==> src/rtl/vc_wrr_if.sv <==
// Handshake bundle between the weighted round-robin VC scheduler and the FIFO bank around it.
// The scheduler connects to the master modport, and the surrounding FIFO logic or bench connects to the slave modport.
interface vc_wrr_if #(
    parameter int unsigned WGT_W = 3
);
    logic             en;
    logic             cfg_load;
    logic [WGT_W-1:0] wgt0;
    logic [WGT_W-1:0] wgt1;
    logic [WGT_W-1:0] wgt2;
    logic [WGT_W-1:0] wgt3;
    logic [3:0]       empty;
    logic [3:0]       afull;
    logic [3:0]       pop;
    logic [3:0]       push;
    logic [1:0]       sel;
    logic             busy;

    modport master (
        input  en, cfg_load, wgt0, wgt1, wgt2, wgt3, empty, afull,
        output pop, push, sel, busy
    );

    modport slave (
        output en, cfg_load, wgt0, wgt1, wgt2, wgt3, empty, afull,
        input  pop, push, sel, busy
    );
endinterface

==> src/rtl/vc_wrr_scheduler.sv <==
// Weighted round-robin pop scheduler for four VC FIFOs, with the matching output push one cycle later.
// Per-VC credits count the grants left in the current turn; rr_ptr marks whose turn it is.
module vc_wrr_scheduler #(
    parameter int unsigned WGT_W   = 3,
    parameter int unsigned DEF_WGT = 1
) (
    input  logic      clk,
    input  logic      reset,
    vc_wrr_if.master  bus
);
    localparam int unsigned NVC   = 4;
    localparam int unsigned PTR_W = 2;

    typedef logic [WGT_W-1:0] wgt_t;
    typedef logic [PTR_W-1:0] ptr_t;
    typedef enum logic {IDLE, RUN} state_t;

    // A weight of zero would stall its VC forever, so it counts as one.
    function automatic wgt_t eff_wgt(input wgt_t w);
        return (w == '0) ? wgt_t'(1) : w;
    endfunction

    localparam wgt_t DEF_EFF = (DEF_WGT == 0) ? wgt_t'(1) : wgt_t'(DEF_WGT);

    state_t     state_q;
    state_t     state_d;
    wgt_t       wgt_q    [NVC];
    wgt_t       credit_q [NVC];
    wgt_t       credit_d [NVC];
    wgt_t       wgt_in   [NVC];
    ptr_t       rr_q;
    ptr_t       rr_d;
    ptr_t       gnt_idx;
    ptr_t       cand;
    logic       found;
    logic       cfg_en;
    logic [3:0] elig;
    logic [3:0] grant;
    logic [3:0] pop_q;
    logic [3:0] push_q;
    logic [1:0] sel_q;
    logic       busy_q;

    assign wgt_in[0] = bus.wgt0;
    assign wgt_in[1] = bus.wgt1;
    assign wgt_in[2] = bus.wgt2;
    assign wgt_in[3] = bus.wgt3;

    assign cfg_en = (state_q == IDLE) && bus.cfg_load;
    assign elig   = {4{(state_q == RUN) && bus.en}} & ~bus.empty & ~bus.afull;

    // Next-state, credit and grant decision.
    always_comb begin
        state_d  = state_q;
        credit_d = credit_q;
        rr_d     = rr_q;
        grant    = '0;
        gnt_idx  = rr_q;
        cand     = rr_q;
        found    = 1'b0;

        case (state_q)
            IDLE: begin
                if (bus.en) begin
                    state_d = RUN;
                end
                if (cfg_en) begin
                    for (int i = 0; i < NVC; i++) begin
                        credit_d[i] = eff_wgt(wgt_in[i]);
                    end
                end
            end
            RUN: begin
                if (!bus.en) begin
                    state_d = IDLE;
                end
                if (elig[rr_q] && (credit_q[rr_q] != '0)) begin
                    gnt_idx = rr_q;
                    found   = 1'b1;
                end else begin
                    for (int k = 1; k < NVC; k++) begin
                        cand = rr_q + PTR_W'(k);
                        if (!found && elig[cand]) begin
                            gnt_idx = cand;
                            found   = 1'b1;
                        end
                    end
                    // The current VC forfeits the rest of its turn only if someone else gets served.
                    if (found) begin
                        credit_d[rr_q] = wgt_q[rr_q];
                    end
                end
                if (found) begin
                    grant[gnt_idx] = 1'b1;
                    if (credit_q[gnt_idx] <= wgt_t'(1)) begin
                        credit_d[gnt_idx] = wgt_q[gnt_idx];
                        rr_d              = gnt_idx + PTR_W'(1);
                    end else begin
                        credit_d[gnt_idx] = credit_q[gnt_idx] - wgt_t'(1);
                        rr_d              = gnt_idx;
                    end
                end
            end
            default: state_d = IDLE;
        endcase
    end

    // State, credits, weights and the pop -> push pipeline.
    always_ff @(posedge clk or negedge reset) begin
        if (!reset) begin
            state_q <= IDLE;
            rr_q    <= '0;
            pop_q   <= '0;
            push_q  <= '0;
            sel_q   <= '0;
            busy_q  <= 1'b0;
            for (int i = 0; i < NVC; i++) begin
                wgt_q[i]    <= DEF_EFF;
                credit_q[i] <= DEF_EFF;
            end
        end else begin
            state_q  <= state_d;
            rr_q     <= rr_d;
            credit_q <= credit_d;
            pop_q    <= grant;
            push_q   <= pop_q;
            busy_q   <= (state_d == RUN) || (pop_q != '0);
            if (cfg_en) begin
                for (int i = 0; i < NVC; i++) begin
                    wgt_q[i] <= eff_wgt(wgt_in[i]);
                end
            end
            case (pop_q)
                4'b0001: sel_q <= 2'd0;
                4'b0010: sel_q <= 2'd1;
                4'b0100: sel_q <= 2'd2;
                4'b1000: sel_q <= 2'd3;
                default: sel_q <= sel_q;
            endcase
        end
    end

    assign bus.pop  = pop_q;
    assign bus.push = push_q;
    assign bus.sel  = sel_q;
    assign bus.busy = busy_q;
endmodule

==> src/flat_wrapper.sv <==
// flat-port wrapper written by rule: the top's interface ports become plain ports
module vc_wrr_scheduler_flat 
#(
    parameter int unsigned WGT_W   = 3,
    parameter int unsigned DEF_WGT = 1
)
  (clk, reset, bus_en, bus_cfg_load, bus_wgt0, bus_wgt1, bus_wgt2, bus_wgt3, bus_empty, bus_afull, bus_pop, bus_push, bus_sel, bus_busy);
  vc_wrr_if #(.WGT_W(WGT_W)) bus_i ();
  input  logic clk;
  input  logic reset;
  input wire logic [$bits(bus_i.en)-1:0] bus_en;
  input wire logic [$bits(bus_i.cfg_load)-1:0] bus_cfg_load;
  input wire logic [$bits(bus_i.wgt0)-1:0] bus_wgt0;
  input wire logic [$bits(bus_i.wgt1)-1:0] bus_wgt1;
  input wire logic [$bits(bus_i.wgt2)-1:0] bus_wgt2;
  input wire logic [$bits(bus_i.wgt3)-1:0] bus_wgt3;
  input wire logic [$bits(bus_i.empty)-1:0] bus_empty;
  input wire logic [$bits(bus_i.afull)-1:0] bus_afull;
  output wire logic [$bits(bus_i.pop)-1:0] bus_pop;
  output wire logic [$bits(bus_i.push)-1:0] bus_push;
  output wire logic [$bits(bus_i.sel)-1:0] bus_sel;
  output wire logic [$bits(bus_i.busy)-1:0] bus_busy;
  assign bus_i.en = bus_en;
  assign bus_i.cfg_load = bus_cfg_load;
  assign bus_i.wgt0 = bus_wgt0;
  assign bus_i.wgt1 = bus_wgt1;
  assign bus_i.wgt2 = bus_wgt2;
  assign bus_i.wgt3 = bus_wgt3;
  assign bus_i.empty = bus_empty;
  assign bus_i.afull = bus_afull;
  assign bus_pop = bus_i.pop;
  assign bus_push = bus_i.push;
  assign bus_sel = bus_i.sel;
  assign bus_busy = bus_i.busy;
  vc_wrr_scheduler #(.WGT_W(WGT_W), .DEF_WGT(DEF_WGT)) u_core (.clk(clk), .reset(reset), .bus(bus_i));
endmodule
==> config.mk <==
export PLATFORM = sky130hd
export DESIGN_NAME = vc_wrr_scheduler_flat
export DESIGN_NICKNAME = d
export VERILOG_FILES = /design/src/rtl/vc_wrr_if.sv /design/src/rtl/vc_wrr_scheduler.sv /design/src/flat_wrapper.sv
export SDC_FILE = /design/constraint.sdc
export NUM_CORES = 1
export LEC_CHECK = 0
export BUFFER_PORTS_ARGS = -buffer_cell sky130_fd_sc_hd__buf_2
export CAP_MARGIN = 40
export CORE_MARGIN = 1
export CORE_UTILIZATION = 60
export CTS_BUF_LIST = sky130_fd_sc_hd__clkbuf_4
export CTS_CLUSTER_DIAMETER = 120
export CTS_CLUSTER_SIZE = 12
export DETAILED_ROUTE_END_ITERATION = 8
export HOLD_SLACK_MARGIN = 0.03
export MAX_ROUTING_LAYER = met4
export PLACE_DENSITY = 0.82
export SLEW_MARGIN = 10
export SYNTH_ARGS = -nofsm -noshare
export SYNTH_HDL_FRONTEND = slang
export SYNTH_SLANG_ARGS = --single-unit
==> constraint.sdc <==
create_clock -name clk -period 4.5 [get_ports clk]
set_clock_uncertainty 0.2 [all_clocks]
set_input_delay 0.225 -clock clk [delete_from_list [all_inputs] [get_ports clk]]
set_output_delay 0.225 -clock clk [all_outputs]
set_load 0.05 [all_outputs]
==> results.md, run 1 <==
- Post-route ant nets: 0
- Maximum fanout along the worst path: 10
- Grt total ovfl: 0
- TritonCTS buffer count: 5
- Clk pwr share: about 9.1%
- Vias in the first global route: 2462
- Mapped Nets: 298
- Post-synth top area cell: dfrtp_1
- Max Fclk: 239 MHz
- Max-slew violation count: 0
- Leakage: approximately 1.5 nW
- Final setup viols: 0
- Comb power frac: 67.4%
- # DRC: 0
- Clock Tree Buf Depth: 2
- Worst vdd ir: between 0.4 and 0.5 mV
- Mean Syn Cell Area: 10.5 um2
- FP Rows: 24
- Avg WL per Cell: a little over 20 um
- Setup WS pre-CTS: 484 ps
- CP delay by family, top: compound AO/OA/AOI/OAI gates
- #FFs+latches synth: 38
- Root Driver: clkbuf_4
- Post-route cell area: 3210 um2
- Ys async rst share: 100%
- DRT iter0 DRCs: between 200 and 250
- Total number of vias: around 2.4k
- Input/output buffers: 34
- Final worst slack: between 300 and 400 ps
- Core ar.: 4380 um2
- Status: completed
- Most common cell after layout, fill and taps aside: buf_2
- Most frequent cells in the layout: 34 x buf_2, 30 x dfrtp_1, 25 x nand2_1, 24 x mux2i_1, 23 x nor2_1
- Die ar.: 4890 um2
- CP max-delay cell: a2111oi_1
- Core Util, Final: 73.3%
- Worst Path Required: 4580 ps
- I/O pins: 35
- Final hold slack: roughly 240 ps
- Antenna cells: 0
- CP startpoint kind: input pin
- Worst-path cell chain: dlygate4sd3_1 -> buf_2 -> nand4bb_1 -> a2111oi_1 -> a211o_1 -> a21oi_1 -> a21oi_2 -> mux2i_1 -> nand2_1 -> nand2_1 -> inv_1 -> ha_1 -> o21ai_2 -> mux2_4 -> a21oi_2
- CTS HTree Levels: 2
- DP HPWL: approximately 5.4 mm
- Post-Syn Instances: 264
- Placed Area: between 2000 and 3000 um2
- Buffer count from post-CTS setup fixing: 0
- Tmin final: 4190 ps
- Slowest Stage Delay on Critical Path: 750 ps
- Synth unique cells: 51
- Via density: 6.61
- Post-synth EDFFs: 0
- Initial antenna violation count: 0
- Synth top area share: a little over a quarter
- Final setup TNS: 0 ps
- Die Y: ~70 um
- Die width: 69.9 um
- Switch share: 49.1%
- CTS sink count: 38
- Gp weighted congestion: 0.924
- Max Cap Violations: 0
- Pwr per Cell Area: 804 nW/um2
- First-pass GRT wire length: 12.2 mm
- Min-delay worst type: input pin to register
- Seq/Total Area, Yosys: 34.7%
- Clock Latency Late Sink: 350 ps
- Starting Density: 63.2%
- # nets final: 348
- Area Overhead vs Synth: 15.9%
- All-Layer GR Usage: about a third
- Yosys warns: 0
- Layout cell share with drive strength beyond 1: 29.8%
- Period utilization: 93.1%
- Largest net degree at the start of global routing: 39
- Pint: 0.00131 W
- Headroom to the max-slew limit: 43.8%
- Sw Pwr: 0.00127 W
- Mapped cell area: 2770 um2
- Detailed-route wire length: around 7.5 mm
- TritonCTS clock tree: built
- Clock-pin slew on the worst setup and hold paths: 120 ps
- First drt pass iteration count: 5
- Seq pwr share: a little under a quarter
- Largest cells by area after synthesis: dfrtp_1 27%, mux2i_1 8.7%, dfstp_2 7.6%, mux2_2 6.9%, mux4_2 6.5%
- Unrepaired setup endpoints after global routing: no
- Worst slew pin tran: 843 ps
- Final hold vios: 0
- WP data arrival: around 4300 ps
- CP Buf/Inv Count: 3
- Setup crit end kind: register
- Crit path kind: input pin to register
- Ys flop type: dfrtp_1
power by group through the flow:
stage / logic, W / registers (W) / clock network, W
finish: 0.00174 / 0.000606 / 0.000236
global route: 0.00186 / 0.000615 / 0.000249
CTS: 0.00172 / 0.000597 / 0.000235
detailed placement: 0.00170 / 0.000602 / 0
global placement: 0.00165 / 0.000597 / 0
floorplan: 0.00124 / 0.000642 / 0
path summary, 6_finish.rpt:
| kind | from | to | slack, ps | depth (start not counted) |
|---|---|---|---|---|
| min in group asynchronous | reset | u_core.bus.push[2]$_DFF_PN0_ | 310 | 2 |
| max reg2reg | u_core.state_q$_DFF_PN0_ | u_core.credit_q[10]$_DFFE_PN0P_ | 380 | 13 |
| min | bus_cfg_load | u_core.credit_q[0]$_DFFE_PN1P_ | 240 | 4 |
| max in group asynchronous | reset | u_core.state_q$_DFF_PN0_ | 3250 | 2 |
| max | bus_en | u_core.credit_q[10]$_DFFE_PN0P_ | 310 | 15 |
| min reg2reg | u_core.wgt_q[0]$_DFFE_PN1P_ | u_core.wgt_q[0]$_DFFE_PN1P_ | 310 | 2 |
per-stage QoR:
stage,std cells,total power (W)
2_1_floorplan,264,0.00188
3_3_place_gp,345,0.00225
3_5_place_dp,345,0.00231
4_1_cts,367,0.00255
5_1_grt,367,0.00273
6_report,367,0.00258
state kept, by name, indices dropped and copies added, names as in the netlist:
register / cells
u_core.bus.busy: 1
u_core.rr_q: 2
u_core.wgt_q: 12
u_core.state_q: 1
u_core.bus.pop: 4
u_core.credit_q: 12
u_core.bus.sel: 2
u_core.bus.push: 4
cells by family after synthesis:
kind of cell / count (synthesis) / share of synthesized area, %
adder cells (fa/ha/maj): 10 / 4.52
AO/OA/AOI/OAI: 60 / 15.0
AND/OR/NAND/NOR: 73 / 14.7
multiplexers: 53 / 25.5
XOR/XNOR: 2 / 1.31
flip-flops: 38 / 34.7
buffers and inverters: 28 / 4.34
Yosys cell counts, drive strengths merged, types with 2 or more instances:
| cell | instances |
|---|---|
| a21oi | 10 |
| and4bb | 2 |
| inv | 18 |
| dfstp | 8 |
| nand2 | 26 |
| nand3 | 3 |
| o22a | 8 |
| mux2i | 24 |
| mux2 | 18 |
| nand4bb | 4 |
| a211oi | 3 |
| dfrtp | 30 |
| ha | 10 |
| o22ai | 5 |
| nor4bb | 2 |
| nor3 | 3 |
| o31ai | 4 |
| nand4 | 4 |
| a2111oi | 2 |
| buf | 3 |
| mux4 | 11 |
| clkbuf | 7 |
| nor4 | 3 |
| nor2 | 23 |
| o21ai | 19 |
timing repair:
| item | CTS | global route |
|---|---|---|
| setup endpoints to repair | 0 | 0 |
| hold endpoints to repair | 44 | 0 |
| resized for setup | 0 | 0 |
| hold buffers | 14 | 0 |
layout make-up:
class                           instances  area, um2
Clock buffer                            6       45.0
Clock inverter                          2       33.8
Fill cell                             303       1170
Inverter                               18       70.1
Multi-Input combinational cell        198       1690
Sequential cell                        38        961
Tap cell                               52       65.1
Timing Repair Buffer                   53        348
per-layer routing:
metal  vias up  GRT usage [%]  share of wire, %
met4         0           14.2               3.1
met2       115           53.2                50
met5         -              -                 0
li1       1088              -                 -
met3        26           7.07               7.0
met1      1198           40.6                40
worst register-to-register path: stages (launching register included):
cell and delay [ps]:
dfrtp_1 500, nand4bb_1 310, a2111oi_1 750, a211o_1 200
a21oi_1 50, a21oi_2 470, mux2i_1 270, nand2_1 70
nand2_1 110, inv_1 60, ha_1 260, o21ai_2 280
mux2_4 380, a21oi_2 150
Power figures use the tool's default switching activity.
==> inputs of run 2 (changes only) <==
--- a/config.mk
+++ b/config.mk
@@ -5,6 +5,7 @@
 export SDC_FILE = /design/constraint.sdc
 export NUM_CORES = 1
 export LEC_CHECK = 0
+export ABC_AREA = 1
 export BUFFER_PORTS_ARGS = -buffer_cell sky130_fd_sc_hd__buf_2
 export CAP_MARGIN = 40
 export CORE_MARGIN = 1
==> run 2 against run 1 <==
Against the previous run: worst setup slack better by 340 ps; flip-flop and latch count stayed put; cell count is 29% higher; non-clock buffer count is 3 lower; clock-buffer cell count is 1 lower; global-route usage is 0.27 points higher; wire length is 1.6% higher; critical path depth is 6 higher; utilization is 0.94 points lower.
==> results.md, run 2 <==
- Status: completed (unchanged)
- Min-delay worst type: input pin to register (unchanged)
- Synth top area share: 27.1% (about the same)
- Mapped Nets: 406 (was 298)
- FF-to-FF Start: u_core.rr_q[0]$_DFFE_PN0P_ (was u_core.state_q$_DFF_PN0_)
- Via density: 5.73 (was 6.61)
- Length in cells of the worst reg-to-reg path: 21 (was 13)
- Crit path to: u_core.credit_q[7]$_DFFE_PN0P_ (was u_core.credit_q[10]$_DFFE_PN0P_)
- Top flop regs: u_core.credit_q x12, u_core.wgt_q x12 (unchanged)
- Post-synth top area cell: dfrtp_1 (unchanged)
- Mapped cell area: 2770 um2 (about the same)
- Most frequent cells in the layout: 95 x nand2_1, 42 x inv_1, 38 x nand3_1, 35 x o21ai_0, 34 x buf_2 (was 34 x buf_2, 30 x dfrtp_1, 25 x nand2_1, 24 x mux2i_1, 23 x nor2_1)
- Mean Syn Cell Area: 7.44 um2 (was 10.5 um2)
- Clock-pin slew on the worst setup and hold paths: 120 ps (about the same)
- Footprint of the multi-input gates: 1550 um2 (was 1690 um2)
- First-pass GRT wire length: 12.2 mm (about the same)
- First drt pass iteration count: 5 (unchanged)
- Max Cap Violations: 0 (unchanged)
- CP startpoint kind: register (was input pin)
- Worst slew pin tran: 749 ps (was 843 ps)
- Final hold slack: 88.6 ps (was 244 ps)
- Final setup TNS: 0 ps (unchanged)
- Maximum fanout along the worst path: 23 (was 10)
- Synth unique cells: 36 (was 51)
- #FFs+latches synth: 38 (unchanged)
- Worst Path Required: 4540 ps (was 4580 ps)
- CTS HTree Levels: 2 (unchanged)
- Worst Setup SP: u_core.rr_q[0]$_DFFE_PN0P_ (was bus_en)
- Period utilization: 85.7% (was 93.1%)
- TritonCTS clock tree: built (unchanged)
- Seq/Total Area, Yosys: 34.7% (about the same)
- Root Driver: clkbuf_4 (unchanged)
- Input/output buffers: 34 (unchanged)
- Gp weighted congestion: 1.02 (was 0.924)
- Core ar.: 4380 um2 (unchanged)
- Final hold vios: 0 (unchanged)
- Ys async rst share: 100% (unchanged)
- Yosys warns: 0 (unchanged)
- Filler Cell Count: 378 (was 303)
- Most frequent cell after synthesis: nand2_1 (was dfrtp_1)
- Post-synth EDFFs: 0 (unchanged)
- Die ar.: 4890 um2 (about the same)
- Ys flop type: dfrtp_1 (unchanged)
- WP data arrival: 3900 ps (was 4270 ps)
- Worst Hold Launch: bus_cfg_load (unchanged)
- Antenna cells: 0 (unchanged)
- Max-slew violation count: 0 (unchanged)
- Headroom to the max-slew limit: 50.1% (was 43.8%)
- Largest cells by area after synthesis: dfrtp_1 27%, nand2_1 13%, dfstp_2 7.6%, nand3_1 6.9%, o21ai_0 6.3% (was dfrtp_1 27%, mux2i_1 8.7%, dfstp_2 7.6%, mux2_2 6.9%, mux4_2 6.5%)
- Vias in the first global route: 2508 (was 2462)
- Flop2flop setup slack: 640 ps (was 380 ps)
- Clock Latency Late Sink: 350 ps (about the same)
- Largest net degree at the start of global routing: 24 (was 39)
- FF+latch area: 961 um2 (unchanged)
- Tmin final: 3860 ps (was 4190 ps)
- Critical R2R Capture: u_core.credit_q[7]$_DFFE_PN0P_ (was u_core.credit_q[10]$_DFFE_PN0P_)
- Most common cell after layout, fill and taps aside: nand2_1 (was buf_2)
- Area Overhead vs Synth: 14.5% (was 15.9%)
- Detailed-route wire length: 7.62 mm (was 7.50 mm)
- # nets final: 455 (was 348)
- I/O pins: 35 (unchanged)
- Total number of vias: 2715 (was 2427)
- Buffer count from post-CTS setup fixing: 0 (unchanged)
- FP Rows: 24 (unchanged)
- Avg WL per Cell: 16.1 um (was 20.4 um)
- Layout cell share with drive strength beyond 1: 22.5% (was 29.8%)
- Max Fclk: 259 MHz (was 239 MHz)
- Die width: 69.9 um (about the same)
- Post-Syn Instances: 372 (was 264)
- Initial antenna violation count: 0 (unchanged)
- All-Layer GR Usage: 33.4% (was 33.1%)
- Placed Area: 2980 um2 (was 2990 um2)
- # DRC: 0 (unchanged)
- Die Y: 69.9 um (about the same)
- DP HPWL: 5.66 mm (was 5.38 mm)
- Unrepaired setup endpoints after global routing: no (unchanged)
- TritonCTS buffer count: 5 (unchanged)
- Top cells by count, synth: 95 x nand2_1, 42 x inv_1, 38 x nand3_1, 35 x o21ai_0, 30 x dfrtp_1 (was 30 x dfrtp_1, 25 x nand2_1, 24 x mux2i_1, 23 x nor2_1)
- Grt total ovfl: 0 (unchanged)
- Post-route ant nets: 0 (unchanged)
- DRT iter0 DRCs: 305 (was 205)
- CTS sink count: 38 (unchanged)
- Final setup viols: 0 (unchanged)
- Crit path kind: register to register (was input pin to register)
- Setup crit end kind: register (unchanged)
- Clock Tree Buf Depth: 2 (unchanged)
- Post-route cell area: 3170 um2 (was 3210 um2)
- Starting Density: 63.2% (about the same)
## run 2: what timing repair did
action,in CTS,in global routing
resized for setup,0,0
hold endpoints to repair,50,0
hold buffers,14,0
## run 2: kinds of logic (layout without fill, tap and decap cells)
kind of cell             count (synthesis)  in the layout  share of synthesized area [%]
XOR/XNOR                                 1              1                          0.316
adder cells (fa/ha/maj)                 10             10                           4.52
AO/OA/AOI/OAI                           73             73                           15.4
flip-flops                              38             38                           34.7
buffers and inverters                   58            108                           9.31
AND/OR/NAND/NOR                        192            192                           35.8
## run 2: through the flow
stage,instances,utilization (%),setup slack [ps]
floorplan,372,-,1650
global placement,450,67.1,920
detailed placement,452,67.9,755
CTS,474,72.3,720
global route,474,72.3,305
finish,474,72.3,644
## run 2: cell type report
type / instances / share of cell area, %
timing repair buffer: 50 / 10.9
multi-input combinational: 276 / 48.9
inverter: 50 / 6.16
tap: 52 / 2.05
sequential: 38 / 30.3
clock inverter: 3 / 0.513
clock buffer: 5 / 1.18
## run 2: critical path: stages, from the launching register on
cell and delay [ps]:
dfrtp_1 850, inv_2 250, ha_1 420, inv_1 120
nand3_1 80, nand2_1 160, nand2_4 80, nand2_2 70
nand2_4 70, nand2_4 270, nand2_1 80, nand3_1 100
nand2_2 70, inv_1 70, ha_1 140, inv_1 80
a21oi_4 260, nand2_1 100, nand2_1 80, nand2_1 50
nand2_1 70, nand2_1 50
## run 2: how the worst min path moves through the flow
stage / end / slack, ps / cells past startpoint
6_report: u_core.wgt_q[7]$_DFFE_PN0P_ / 90 / 5
5_1_grt: u_core.credit_q[3]$_DFFE_PN1P_ / 130 / 5
4_1_cts: u_core.wgt_q[7]$_DFFE_PN0P_ / 90 / 5
3_5_place_dp: u_core.bus.busy$_DFF_PN0_ / 20 / 1
3_3_place_gp: u_core.bus.sel[1]$_DFFE_PN0P_ / 170 / 1
2_1_floorplan: u_core.bus.busy$_DFF_PN0_ / -270 / 0
## run 2: per-layer routing
metal  wire, um  track usage, %  vias to the layer above
li1           -               -                     1317
met1       3250            43.2                     1251
met2       3670            54.3                      131
met3        566            5.19                       16
met4        134            10.2                        0
met5          0               -                        -
Power of run 2 is not shown: default switching activity piles up to over one toggle a cycle in this logic, so the estimate is an artifact.
